[src/rtl/rca_pipe.sv]
// Pipelined ripple-carry adder/subtractor: WIDTH/CHUNK ripple stages separated by registers,
// with a valid/ready handshake and a bubble-collapsing ready chain.
module rca_pipe #(
  parameter int WIDTH = 16,
  parameter int CHUNK = 4
) (
  input  logic             i_clk,
  input  logic             i_rst_n,
  input  logic             i_in_valid,
  output logic             o_in_ready,
  input  logic [WIDTH-1:0] i_a,
  input  logic [WIDTH-1:0] i_b,
  input  logic             i_cin,
  input  logic             i_sub,
  output logic             o_out_valid,
  input  logic             i_out_ready,
  output logic [WIDTH-1:0] o_s,
  output logic             o_cout,
  output logic             o_ovf
);

  localparam int STAGES = WIDTH / CHUNK;

  logic             w_ready   [STAGES+1];
  logic             w_valid_q [STAGES];
  logic             w_vin     [STAGES];
  logic [WIDTH-1:0] w_a_q     [STAGES];
  logic [WIDTH-1:0] w_b_q     [STAGES];
  logic [WIDTH-1:0] w_s_q     [STAGES];
  logic             w_c_q     [STAGES];
  logic             w_ovf_nxt;
  logic             r_ovf;

  assign w_ready[STAGES] = i_out_ready;

  for (genvar k = 0; k < STAGES; k++) begin : g_stage
    logic [WIDTH-1:0] w_a_in;
    logic [WIDTH-1:0] w_b_in;
    logic [WIDTH-1:0] w_s_in;
    logic             w_c_in;
    logic             w_v_in;
    logic [CHUNK:0]   w_sum;
    logic [WIDTH-1:0] w_s_nxt;
    logic             r_valid;
    logic [WIDTH-1:0] r_s;
    logic             r_c;

    if (k == 0) begin : g_first
      // Subtraction is folded in here: invert B and force the carry in to 1.
      assign w_a_in = i_a;
      assign w_b_in = i_sub ? ~i_b : i_b;
      assign w_c_in = i_sub | i_cin;
      assign w_s_in = '0;
      assign w_v_in = i_in_valid;
    end else begin : g_next
      assign w_a_in = w_a_q[k-1];
      assign w_b_in = w_b_q[k-1];
      assign w_c_in = w_c_q[k-1];
      assign w_s_in = w_s_q[k-1];
      assign w_v_in = w_valid_q[k-1];
    end

    assign w_sum = {1'b0, w_a_in[k*CHUNK +: CHUNK]} + {1'b0, w_b_in[k*CHUNK +: CHUNK]}
                 + {{CHUNK{1'b0}}, w_c_in};

    always_comb begin
      w_s_nxt = w_s_in;
      w_s_nxt[k*CHUNK +: CHUNK] = w_sum[CHUNK-1:0];
    end

    assign w_ready[k] = !r_valid || w_ready[k+1];

    always_ff @(posedge i_clk or negedge i_rst_n) begin
      if (!i_rst_n) begin
        r_valid <= 1'b0;
        r_s     <= '0;
        r_c     <= 1'b0;
      end else if (w_ready[k]) begin
        r_valid <= w_v_in;
        if (w_v_in) begin
          r_s <= w_s_nxt;
          r_c <= w_sum[CHUNK];
        end
      end
    end

    if (k < STAGES - 1) begin : g_skew
      logic [WIDTH-1:0] r_a;
      logic [WIDTH-1:0] r_b;

      always_ff @(posedge i_clk or negedge i_rst_n) begin
        if (!i_rst_n) begin
          r_a <= '0;
          r_b <= '0;
        end else if (w_ready[k] && w_v_in) begin
          r_a <= w_a_in;
          r_b <= w_b_in;
        end
      end

      assign w_a_q[k] = r_a;
      assign w_b_q[k] = r_b;
    end else begin : g_last
      // Carry into the MSB is recovered from the MSB operand bits and the MSB sum bit.
      assign w_ovf_nxt = (w_a_in[WIDTH-1] ^ w_b_in[WIDTH-1] ^ w_sum[CHUNK-1]) ^ w_sum[CHUNK];
      assign w_a_q[k]  = '0;
      assign w_b_q[k]  = '0;
    end

    assign w_valid_q[k] = r_valid;
    assign w_vin[k]     = w_v_in;
    assign w_s_q[k]     = r_s;
    assign w_c_q[k]     = r_c;
  end

  always_ff @(posedge i_clk or negedge i_rst_n) begin
    if (!i_rst_n) begin
      r_ovf <= 1'b0;
    end else if (w_ready[STAGES-1] && w_vin[STAGES-1]) begin
      r_ovf <= w_ovf_nxt;
    end
  end

  assign o_in_ready  = w_ready[0];
  assign o_out_valid = w_valid_q[STAGES-1];
  assign o_s         = w_s_q[STAGES-1];
  assign o_cout      = w_c_q[STAGES-1];
  assign o_ovf       = r_ovf;

endmodule
[config.mk]
export PLATFORM = sky130hd
export DESIGN_NAME = rca_pipe
export DESIGN_NICKNAME = d
export VERILOG_FILES = /design/src/rtl/rca_pipe.sv
export SDC_FILE = /design/constraint.sdc
export NUM_CORES = 1
export LEC_CHECK = 0
export BUFFER_PORTS_ARGS = -buffer_cell sky130_fd_sc_hd__buf_2
export CAP_MARGIN = 20
export CORE_ASPECT_RATIO = 0.5
export CORE_MARGIN = 2
export CORE_UTILIZATION = 61
export CTS_CLUSTER_DIAMETER = 80
export CTS_CLUSTER_SIZE = 10
export DETAILED_ROUTE_END_ITERATION = 10
export PLACE_DENSITY = 0.9
export SLEW_MARGIN = 20
export SYNTH_ARGS = -nofsm -noshare
export SYNTH_HDL_FRONTEND = slang
export SYNTH_SLANG_ARGS = --single-unit
[constraint.sdc]
create_clock -name i_clk -period 4.4 [get_ports i_clk]
set_clock_uncertainty 0.2 [all_clocks]
set_input_delay 0.88 -clock i_clk [delete_from_list [all_inputs] [get_ports i_clk]]
set_output_delay 0.88 -clock i_clk [all_outputs]
set_load 0.03 [all_outputs]
-- Yosys cells after proc, flatten, opt, wreduce, memory -nomap -nowiden
Cells that the tools add are included.
- register bits after elaboration: 145
- bits in latches: 0
- RAM bits: 0
- ROM bits: 0
- bits of input ports: 38
- output and inout port bits: 20
- word-level logic and storage cells: 49
- memories: 0
- add/sub/neg operators: 8
- $mul: 0
- div/mod/pow operators: 0
- magnitude comparators: 0
- equality and inequality tests: 0
- shift operators: 0
- multiplexer cells: 1
- bitwise logic cells: 5
- reduce and logical (&&, ||, !) cells: 16
- operators with widths (kind ; number):
    $add A4 B4 Y5 ; 4
    $add A5 B1 Y5 ; 4
    $mux W16 ; 1
    $not A16 Y16 ; 1
    $reduce_and A2 Y1 ; 4
    $logic_and A1 B1 Y1 ; 4
    $logic_not A1 Y1 ; 4
    $logic_or A1 B1 Y1 ; 4
    $xor A1 B1 Y1 ; 3
    $or A1 B1 Y1 ; 1

-- Depth between registers and ports, before layout
Gate-level depths: netlist (run 1).
- depth after elaboration: 6
- depth in mapped cells: 8
- gate-level depth less buffers: 7

-- Least setup slack after synthesis (run 1)
No wires, ideal clock.
- path kind: input port to flip-flop
- start: in i_sub
- end: reg g_stage[0].r_c
- library setup time: 127 ps
- arrival: 2806 ps
- required time: 4073 ps
- setup slack: 1267 ps
- stages: 8
- path buffers: 2
- path through: buf_2 > buf_2 > or2_2 > fa_1 > fa_1 > a21o_1 > a211oi_1 > a21oi_1
- word-level cells in the longest chain between the ends: 3
- elaborated cells between the ends (all ways): 4
- classes of those cells: 2 x add/sub; 1 x mux; 1 x bitwise
- ends and longest elaborated chain (what ; line ; RTL):
    start: declaration ; 14 ; input logic i_sub,
    $mux W16 ; 51 ; assign w_b_in = i_sub ? ~i_b : i_b;
    $add A4 B4 Y5 ; 63 ; assign w_sum = {1'b0, w_a_in[k*CHUNK +: CHUNK]} + {1'b0, w_b_in[k*CHUNK +: CHUNK]}
    $add A5 B1 Y5 (*) ; 64 ; + {{CHUNK{1'b0}}, w_c_in};
    end signal: assignment ; 82 ; r_c <= w_sum[CHUNK];
    end: declaration ; 46 ; logic r_c;
Mark *: on every way between the ends. The rest lies on a longest branch, timed or not.
A chain may end at the register's enable or synchronous reset.

-- Final worst setup path (run 1)
- start: in i_out_ready
- end: out o_in_ready
- word-level cells in the longest chain between the ends: 4
- ends and longest elaborated chain (what ; line ; RTL):
    start: declaration ; 16 ; input logic i_out_ready,
    $logic_or A1 B1 Y1 (4 in a row) ; 71 ; assign w_ready[k] = !r_valid || w_ready[k+1];
    end: declaration ; 10 ; output logic o_in_ready,
Every way passes these cells.

==> metrics, run 1 <==
largest net degree at the start of global routing=76; CTS tree=done; Area Growth Syn to Fin=16.0%; post-layout minimum cycle time=2.87 ns; M3 GR Usage=5.89%; global route overflow=0; total track usage=23.6%; crit-path max FO=4; clk_lat worst skew=0.34 ns; Final Hold Vio Count=0; f_max=349 MHz; CP Launch Type=primary input; drt wl/cell=17.6 µm; Post-synth ARST share=100%; Pre-antenna DRT Iters=4; row cnt=21; Syn Nets=371; post-CTS sizing=0; top cell type by total area after synthesis=dfrtp_1; crit end category=primary output; Post-CTS Setup Bufs=0; CP Data Arrival Time=1.79 ns; Num CTS Buffers=9; H-tree depth=3; Hold WC Path Type=reg2reg; Most used DFF post-synth=dfrtp_1; TritonCTS Sinks=97; sequential fraction of the synthesis area=56.6%; Most Used Layer, Global Route=met2; Via Count=2564; n_diodes=0; setup_tns=0 ns; Buffers on Ports=57; Setup Crit Path Kind=in2out; setup ws final=1.53 ns; DP HPWL=5420 µm; GPL Wtd Cong=0.819; core box area=0.00675 mm²; Post-synth EDFFs=0; IO Count=58; cell count after synthesis=313; most common cell in the netlist=dfrtp_1; average vias per placed instance=5.48; Distinct cells, synth=26; met1 GRT Util=28.4%; clock root buffer master=clkbuf_16; CTS max path bufs=2; Final nets=429; vias in the first global route=2826; Synth Cell Area=0.00429 mm²; slew margin rel.=29.2%; CTS Hold Bufs=0; worst slack at placement=1.24 ns; DRC=0; unrepaired setup endpoints after global routing=false; # setup viols final=0; pwr/cell area=670 mW/mm²; first-pass GRT wire length=13600 µm; top-area cell type share of the netlist area=56.6%; antenna violations before repair=0; most frequent cells after synthesis=97 x dfrtp_1, 56 x mux2_2, 29 x nand2_1; Peak VDD IR=0.000253 V; die width=123 µm; initial core utilization=63.5%; max_cap viols=0; synthesis-stage register bit count=97; GR Layer Usage met2=40.8%; max-slew violations=0; Period Utilization, post-route=65.1%; Data required, critical path=3.32 ns; syn avg cell area=13.7 µm²; layout cells sized above 1=38.8%; final wirelength=8220 µm; Lkg Pwr=2.35 nW; Yosys warning total=0; synth top area cells=dfrtp_1 57%, mux2_2 15%, fa_1 3.7%; Worst Tran Pin Value=1.06 ns; Die Footprint=0.00776 mm²; post-route ant nets=0; Clk pin slew, worst setup/hold paths=0.07 ns; detailed router's first-iteration violation count=197; die height=63.3 µm; status=finished clean
worst max-delay path, stage by stage:
cell      delay, ns
buf_2          0.11
nand4b_2       0.27
or2_2          0.34
buf_2          0.19
logic make-up after synthesis:
| group | Yosys count | synth area share, % |
|---|---|---|
| adder cells (fa/ha/maj) | 20 | 7.23 |
| AO/OA/AOI/OAI | 44 | 6.04 |
| XOR/XNOR | 24 | 4.90 |
| AND/OR/NAND/NOR | 40 | 4.29 |
| buffers and inverters | 22 | 2.77 |
| flip-flops | 97 | 56.6 |
| multiplexers | 66 | 18.2 |
placed cells by master (no fill, tap or decap), types with 2 or more instances in the layout:
cell type	Yosys	routed
a21oi_1	8	8
clkbuf_16	0	9
mux2_4	10	10
o21a_1	2	2
xor2_1	9	9
dfrtp_1	97	97
nand2_1	29	28
fa_1	8	8
a21o_1	7	7
bufinv_16	0	3
or2_2	2	2
buf_4	3	4
xnor2_1	15	15
ha_1	12	12
o21ai_0	24	24
mux2_2	56	56
nand2b_1	4	4
inv_1	9	9
buf_2	8	56
layer usage:
metal  vias up  wire (µm)
met5         -          0
met1      1311       3560
met4         0        142
li1       1180          -
met3        14        340
met2        59       4170
area by class of cell:
cell class | instances | area (µm²)
Timing Repair Buffer | 60 | 310
Inverter | 9 | 33.8
Fill cell | 404 | 1770
Sequential cell | 97 | 2430
Multi-Input combinational cell | 194 | 1750
Clock buffer | 11 | 243
Clock inverter | 5 | 103
Tap cell | 92 | 115
sequential cells by signal, indices dropped and copies added (netlist names):
name                cells
g_stage.g_skew.r_b     24
g_stage.g_skew.r_a     24
o_ovf                   1
o_s                    16
o_cout                  1
g_stage.r_c             3
o_out_valid             1
g_stage.r_valid         3
g_stage.r_s            24
through the flow:
stage	power, W	utilization [%]	hold WS (ns)	area, µm²	instances
after global routing	0.00350	73.7	0.315	4980	468
after detailed placement	0.00243	68.6	0.267	4630	452
final	0.00334	73.7	0.275	4980	468
after CTS	0.00335	73.7	0.284	4980	468
after floorplan	0.00211	-	0.244	4290	313
after global placement	0.00233	68.6	0.258	4630	452
report_power, final:
| part | leakage, nW | internal (W) | switching, W | total [W] |
|---|---|---|---|---|
| clock network | 0.166 | 0.000570 | 0.000324 | 0.000894 |
| registers | 1.16 | 0.00120 | 0.000190 | 0.00139 |
| logic | 1.03 | 0.000483 | 0.000567 | 0.00105 |
| total | 2.35 | 0.00226 | 0.00108 | 0.00334 |
final timing paths:
kind                       cells after the start                       end           start  slack [ns]
setup / recovery                               4                o_in_ready     i_out_ready        1.53
hold / removal                                 2                   o_s[15]         o_s[15]        0.28
setup reg to reg                               6                     o_ovf  g_stage[2].r_c        2.05
hold reg to reg                                2                   o_s[15]         o_s[15]        0.28
max in group asynchronous                      2         g_stage[1].r_s[4]         i_rst_n        2.68
min in group asynchronous                      1  g_stage[0].g_skew.r_a[5]         i_rst_n        0.48
Note: power is estimated with default switching activity, not from simulation.
==> inputs of run 2 (changes only) <==
--- a/config.mk
+++ b/config.mk
@@ -5,15 +5,16 @@
 export SDC_FILE = /design/constraint.sdc
 export NUM_CORES = 1
 export LEC_CHECK = 0
+export ABC_AREA = 1
 export BUFFER_PORTS_ARGS = -buffer_cell sky130_fd_sc_hd__buf_2
 export CAP_MARGIN = 20
 export CORE_ASPECT_RATIO = 0.5
 export CORE_MARGIN = 2
-export CORE_UTILIZATION = 61
+export CORE_UTILIZATION = 57
 export CTS_CLUSTER_DIAMETER = 80
 export CTS_CLUSTER_SIZE = 10
 export DETAILED_ROUTE_END_ITERATION = 10
-export PLACE_DENSITY = 0.9
+export PLACE_DENSITY = 0.85
 export SLEW_MARGIN = 20
 export SYNTH_ARGS = -nofsm -noshare
 export SYNTH_HDL_FRONTEND = slang
==> constraint.sdc (replaced) <==
create_clock -name i_clk -period 3 [get_ports i_clk]
set_clock_uncertainty 0.2 [all_clocks]
set_input_delay 0.6 -clock i_clk [delete_from_list [all_inputs] [get_ports i_clk]]
set_output_delay 0.6 -clock i_clk [all_outputs]
set_load 0.03 [all_outputs]
==> metrics, run 2 <==
status=finished with violations (was finished clean); failing checks=negative hold slack; die width=129 µm (was 123 µm); H-tree depth=3 (unchanged); global route overflow=0 (unchanged); syn avg cell area=8.90 µm² (was 13.7 µm²); Die Footprint=0.00860 mm² (was 0.00776 mm²); Final Hold Vio Count=1 (was 0); Post-CTS Setup Bufs=0 (unchanged); average vias per placed instance=5.00 (was 5.48); Worst Tran Pin Value=0.588 ns (was 1.06 ns); top cell type by total area after synthesis=dfrtp_1 (unchanged); largest net degree at the start of global routing=44 (was 76); Distinct cells, synth=25 (was 26); Setup Crit Path Kind=reg2out (was in2out); IO Count=58 (unchanged); die height=66.6 µm (was 63.3 µm); Peak VDD IR=0.000394 V (was 0.000253 V); most frequent cells after synthesis=223 x nand2_1, 97 x dfrtp_1, 39 x nand3_1 (was 97 x dfrtp_1, 56 x mux2_2, 29 x nand2_1); drt wl/cell=13.6 µm (was 17.6 µm); worst slack at placement=0.483 ns (was 1.24 ns); DP HPWL=6310 µm (was 5420 µm); pwr/cell area=910 mW/mm² (was 670 mW/mm²); Most used DFF post-synth=dfrtp_1 (unchanged); max-slew violations=0 (unchanged); cell count after synthesis=502 (was 313); CTS Hold Bufs=0 (unchanged); detailed router's first-iteration violation count=257 (was 197); Hold WS=-0.00192 ns (was 0.275 ns); unrepaired setup endpoints after global routing=false (unchanged); clock root buffer master=clkbuf_16 (unchanged); CP Data Arrival Time=1.37 ns (was 1.79 ns); Period Utilization, post-route=72.3%; commonest cells after routing, fill and taps aside=223 x nand2_1, 97 x dfrtp_1, 56 x buf_2 (was 97 x dfrtp_1, 56 x mux2_2, 56 x buf_2); top-area cell type share of the netlist area=54.4% (was 56.6%); sequential fraction of the synthesis area=54.4% (was 56.6%); commonest non-fill, non-tap cell in the layout=nand2_1 (was dfrtp_1); CP Launch Type=flip-flop (was primary input); CTS tree=done (unchanged); Synth Cell Area=0.00447 mm² (was 0.00429 mm²); Data required, critical path=2.20 ns (was 3.32 ns); most common cell in the netlist=nand2_1 (was dfrtp_1); core box area=0.00746 mm² (was 0.00675 mm²); post-CTS sizing=0 (unchanged); synth top area cells=dfrtp_1 54%, nand2_1 19%, nand3_1 4.4% (was dfrtp_1 57%, mux2_2 15%, fa_1 3.7%); CTS max path bufs=2 (unchanged); TritonCTS Sinks=97 (unchanged); crit end category=primary output (unchanged); setup ws final=0.831 ns (was 1.53 ns); total track usage=23.9% (was 23.6%); Final nets=613 (was 429); Syn Nets=560 (was 371); top flop regs=g_stage.g_skew.r_a: 24 flops, g_stage.g_skew.r_b: 24 flops, g_stage.r_s: 24 flops (unchanged); Num CTS Buffers=9 (unchanged); Post-synth EDFFs=0 (unchanged); row cnt=22 (was 21); Hold WC Path Type=in2async (was reg2reg); setup_tns=0 ns (unchanged); Lkg Pwr=2.81 nW (was 2.35 nW); layout cells sized above 1=15.4% (was 38.8%); antenna violations before repair=0 (unchanged); Pre-antenna DRT Iters=5 (was 4); # setup viols final=0 (unchanged); synthesis-stage register bit count=97 (unchanged); n_diodes=0 (unchanged); slew margin rel.=60.8% (was 29.2%); crit-path max FO=7 (was 4); post-route ant nets=0 (unchanged); max_cap viols=0 (unchanged); Clk pin slew, worst setup/hold paths=0.06 ns (was 0.07 ns); final wirelength=9050 µm (was 8220 µm); post-layout minimum cycle time=2.17 ns; Post-synth ARST share=100% (unchanged); clk_lat worst skew=0.35 ns (was 0.34 ns); GPL Wtd Cong=0.804 (was 0.819); f_max=461 MHz; Buffers on Ports=57 (unchanged); DRC=0 (unchanged); initial core utilization=59.9% (was 63.5%); first-pass GRT wire length=15500 µm (was 13600 µm); Area Growth Syn to Fin=15.3% (was 16.0%); Via Count=3333 (was 2564); Yosys warning total=0 (unchanged); vias in the first global route=3168 (was 2826)
## run 2: stage by stage
step	cells	instance area (µm²)	utilization [%]	power (W)
after CTS	667	5150	69.0	0.00470
after global routing	667	5150	69.0	0.00499
after floorplan	502	4470	-	0.00300
final	667	5150	69.0	0.00469
after detailed placement	652	4820	64.6	0.00343
after global placement	652	4820	64.6	0.00336
## run 2: worst max-delay path, cell delays in order (launching register included)
cell and delay (ns):
dfrtp_1 0.36, inv_1 0.08, nor2_4 0.12, nand4_2 0.21, buf_2 0.26
## run 2: area by class of cell
type / count / area (µm²)
Clock buffer: 13 / 270
Clock inverter: 2 / 60.1
Fill cell: 588 / 2310
Inverter: 28 / 105
Multi-Input combinational cell: 355 / 1800
Sequential cell: 97 / 2430
Tap cell: 108 / 135
Timing Repair Buffer: 64 / 353
## run 2: metal layers
| layer | vias to the layer above | track usage [%] | wire length, µm |
|---|---|---|---|
| li1 | 1672 | - | - |
| met1 | 1565 | 35.2 | 4490 |
| met2 | 87 | 35.6 | 3920 |
| met3 | 9 | 5.38 | 532 |
| met4 | 0 | 7.34 | 105 |
| met5 | - | 0 | 0 |
## run 2: final timing paths
path / start / endpoint / slack, ns / cells past startpoint
worst min-delay path: i_rst_n / g_stage[0].r_c / -0.002 / 1
worst max register to register: g_stage[2].r_c / o_ovf / 0.97 / 8
max in group asynchronous: i_rst_n / g_stage[2].r_s[7] / 1.94 / 2
worst max-delay path: o_out_valid / o_in_ready / 0.83 / 4
min in group i_clk: o_s[12] / o_s[12] / 0.26 / 2
worst min register to register: o_s[12] / o_s[12] / 0.26 / 2
## run 2: cells by family (layout without fill, tap and decap cells)
| kind of cell | Yosys count | after routing | share of synthesized area [%] |
|---|---|---|---|
| AOI/OAI and AO/OA | 35 | 35 | 3.92 |
| xor gates and xnor gates | 20 | 20 | 3.92 |
| adders and majority gates | 20 | 20 | 6.95 |
| buffers and inverters | 50 | 107 | 5.35 |
| DFF | 97 | 97 | 54.4 |
| and+or+nand+nor | 280 | 280 | 25.5 |
## run 2: report_power, final
group          internal, W  switching [W]
sequential         0.00172       0.000233
clock             0.000794       0.000466
combinational     0.000503       0.000971
total              0.00302        0.00167
